## src/rtl/decoder_3to8.sv

```systemverilog
// 3-to-8 line decoder with a combinational output and a load-gated registered copy.
// The OUT_ACTIVE_LOW parameter selects one-hot (0) or one-cold (1) output polarity.
module decoder_3to8 #(
  parameter bit OUT_ACTIVE_LOW = 1'b0
) (
  input  logic       clk,
  input  logic       rst,
  input  logic [2:0] sel,
  input  logic       load,
  output logic [7:0] Y,
  output logic [7:0] Y_q,
  output logic [2:0] sel_q,
  output logic       valid_q
);

  // Pattern with no output asserted; also the reset value of Y_q.
  localparam logic [7:0] IDLE_PATTERN = {8{OUT_ACTIVE_LOW}};

  logic [7:0] onehot;
  logic [7:0] y_d;
  logic [2:0] sel_d;
  logic       valid_d;

  // An unknown sel makes every compare unknown, so Y goes all-X in simulation.
  generate
    for (genvar gi = 0; gi < 8; gi++) begin : g_dec
      assign onehot[gi] = (sel == 3'(gi));
    end
  endgenerate

  assign Y = onehot ^ IDLE_PATTERN;

  always_comb begin
    y_d     = Y_q;
    sel_d   = sel_q;
    valid_d = valid_q;
    if (load) begin
      y_d     = Y;
      sel_d   = sel;
      valid_d = 1'b1;
    end
  end

  always_ff @(posedge clk or posedge rst) begin
    if (rst) begin
      Y_q     <= IDLE_PATTERN;
      sel_q   <= 3'b000;
      valid_q <= 1'b0;
    end else begin
      Y_q     <= y_d;
      sel_q   <= sel_d;
      valid_q <= valid_d;
    end
  end

endmodule

```

## config.mk

```make
export PLATFORM = sky130hd
export DESIGN_NAME = decoder_3to8
export DESIGN_NICKNAME = d
export VERILOG_FILES = /design/src/rtl/decoder_3to8.sv
export SDC_FILE = /design/constraint.sdc
export NUM_CORES = 1
export LEC_CHECK = 0
export ABC_CLOCK_PERIOD_IN_PS = 1000
export BUFFER_PORTS_ARGS = -buffer_cell sky130_fd_sc_hd__buf_2
export CAP_MARGIN = 20
export CORE_MARGIN = 1
export CORE_UTILIZATION = 38
export DETAILED_ROUTE_END_ITERATION = 8
export HOLD_SLACK_MARGIN = 0.05
export PLACE_DENSITY = 0.75
export SYNTH_ARGS = -nofsm -noshare
export SYNTH_HDL_FRONTEND = slang
export SYNTH_SLANG_ARGS = --single-unit
```

## constraint.sdc

```tcl
create_clock -name clk -period 1 [get_ports clk]
set_input_delay 0.1 -clock clk [delete_from_list [all_inputs] [get_ports clk]]
set_output_delay 0.1 -clock clk [all_outputs]
set_load 0.02 [all_outputs]
```

==> impl_metrics.csv <==
group,metric,value,unit
outcome,run_status,"completed",
run,drv_cap,0,
global_route,grtUsageMet3,0.03409,
synth,postSynthAreaPerCell,10.23,µm²
clocking,clkTransAtPathRegs,80,ps
clocking,htreeDepth,1,
synth,ys_seq_elements,12,
critical_path,critPathMaxStageDelay,390,ps
detailed_routing,drc,0,
clocking,cts_resized,0,
critical_path,crit_buf_inv,1,
clocking,clockBufferDepth,2,
detailed_routing,vias,435,
power,p_per_area,1561,nW/µm²
die,ioPinCount,26,
global_route,grt-ovfl-total,0,
power,p_leak,0.3905,nW
timing,setup_tns,0,ps
clocking,insertion_delay,260,ps
global_route,track_usage,0.1480,
timing,period_share,0.9118,
synth,synthTopCellsByCount,"dfrtp_1 (12), inv_1 (11), nor2_1 (6), o22ai_1 (6)",
synth,synth_cell_types,14,
timing,fin_worst_skew,0,ps
timing,slew_headroom,0.6968,
die,die_w,39.41,µm
detailed_routing,drtPass1Iterations,3,
global_route,grt_pass1_wl,1518,µm
synth,synth.most_common_cell,"dfrtp_1",
die,coreArea,1301,µm²
clocking,cts-root-buf,"clkbuf_4",
finish,area_growth,32.94,%
timing,tightestPinTransition,454.3,ps
finish,drive_above_1_share,0.4500,
detailed_routing,ant_nets,0,
global_route,grt_max_degree,17,
critical_path,startpoint,"Y_q[2]",
power,peakVddDrop,0.8431,mV
synth,synth_top_cell_by_area,"dfrtp_1",
critical_path,crit_fanout,2,
critical_path,critical-path-top-delay-family,"flip-flops",
detailed_routing,first_iter_violations,1,
synth,syn_area,531.8,µm²
global_route,met2_usage,0.2131,
global_route,grt_most_used_layer,"met2",
die,die-area,1553,µm²
critical_path,critical_path.slowest_cell,"dfrtp_1",
timing,slew_violations,0,
critical_path,r2r-start,"Y_q[2]",
timing,setup_ws,88.23,ps
critical_path,crit_type,"reg -> out",
clocking,clock-sinks,12,
global_route,grt_pass1_vias,370,
clocking,cts_tree,"built",
die,rows,13,
critical_path,end_kind,"output pin",
synth,synthFlopType,"dfrtp_1",
timing,hold_viol,0,
finish,diodes,0,
synth,synth_area_leaders,"dfrtp_1 (56%), inv_1 (7.8%), o22ai_1 (7.1%), mux2_2 (4.2%), nor2_1 (4.2%)",
finish,fin_cells,95,
placement,placed_cells,90,
global_route,antenna_found_initial,0,
synth,syn-instance-count,52,
detailed_routing,avgViaCountPerCell,4.579,
timing,rsz0062_at_grt,"no",
placement,dp_hpwl,705.5,µm
detailed_routing,wirelength,961,µm
finish,num-nets-final,87,
placement,buffer_ports.inserted,25,
placement,gp_congestion,0.7166,
hold_path,min_path_type,"in -> reg",
synth,synth_top_area_frac,0.5647,
synth,ys_seq_area_frac,0.5647,
timing,setup_violations,0,
hold_path,hold_start,"sel[1]",
global_route,met1_usage,0.1915,
die,die_y,39.41,µm
timing,whs,163.8,ps
critical_path,arrival,810,ps
clocking,cts_buffers,3,
timing,timing.fmax,1.097,GHz
synth,ys_async_sr_fraction,1.000,
timing,min_period,911.8,ps
synth,ys_warn_count,0,
die,start_util,0.4087,
synth,synth_edf_count,0,
placement,dp_slack,143.6,ps
critical_path,cp.required,900,ps
critical_path,start_kind,"flip-flop",
synth,synthesis.nets,58,
critical_path,crit_chain,"buf_2",
detailed_routing,wl_per_cell,10.12,µm
per-stage QoR:
stage          area (µm²)    util  total power, mW
6_report            706.9  0.5433            1.104
5_1_grt             706.9  0.5433            1.158
4_1_cts             706.9  0.5433            1.114
3_5_place_dp        660.6  0.5077           0.7348
3_3_place_gp        660.6  0.5077           0.7309
2_1_floorplan       531.8       -           0.6664
sequential cells by signal, indices dropped and copies added, names as in the netlist:
name     flops
Y_q          8
sel_q        3
valid_q      1
worst paths after layout:
path	to	cells past startpoint	slack (ps)
setup / recovery	Y_q[2]	1	90
hold / removal	Y_q[3]	3	160
setup reg to reg	Y_q[2]	1	240
hold reg to reg	valid_q	1	470
max in group asynchronous	Y_q[4]	3	320
min in group asynchronous	sel_q[0]	3	370
cell type report:
class	instances	area [µm²]
multi-input combinational	27	175.2
sequential	12	300.3
timing repair buffer	26	135.1
inverter	11	41.29
tap	15	18.77
clock buffer	4	36.28
fill	133	594.3
what timing repair did:
action	4_1_cts	5_1_grt
hold endpoints to repair	12	0
setup buffers	0	0
hold buffers	1	0
layout by cell type, fill, tap and decap left out, drive strengths merged:
cell type	n
buf	25
clkbuf	4
dfrtp	12
dlygate4sd3	1
inv	11
mux2	3
nand2	3
nand2b	4
nor2	6
nor3	1
nor3b	1
o21ai	2
o22ai	6
or2	1
routing by layer:
layer | wire, µm | vias to the layer above
met1 | 508 | 192
met5 | 0 | -
met3 | 69 | 2
li1 | - | 222
met2 | 375 | 19
met4 | 8 | 0
power by group:
| group | internal [mW] | switching, mW | total (mW) |
|---|---|---|---|
| sequential | 0.515 | 0.0134 | 0.528 |
| clock | 0.221 | 0.157 | 0.378 |
| combinational | 0.0701 | 0.128 | 0.198 |
logic make-up (layout without fill, tap and decap cells):
kind of cell,count (synthesis),after routing,synth area share
flops,12,12,0.5647
buf+inv,13,41,0.1059
simple gates,16,16,0.1694
mux,3,3,0.07058
compound gates,8,8,0.08942
Note: power is estimated with default switching activity, not from simulation.
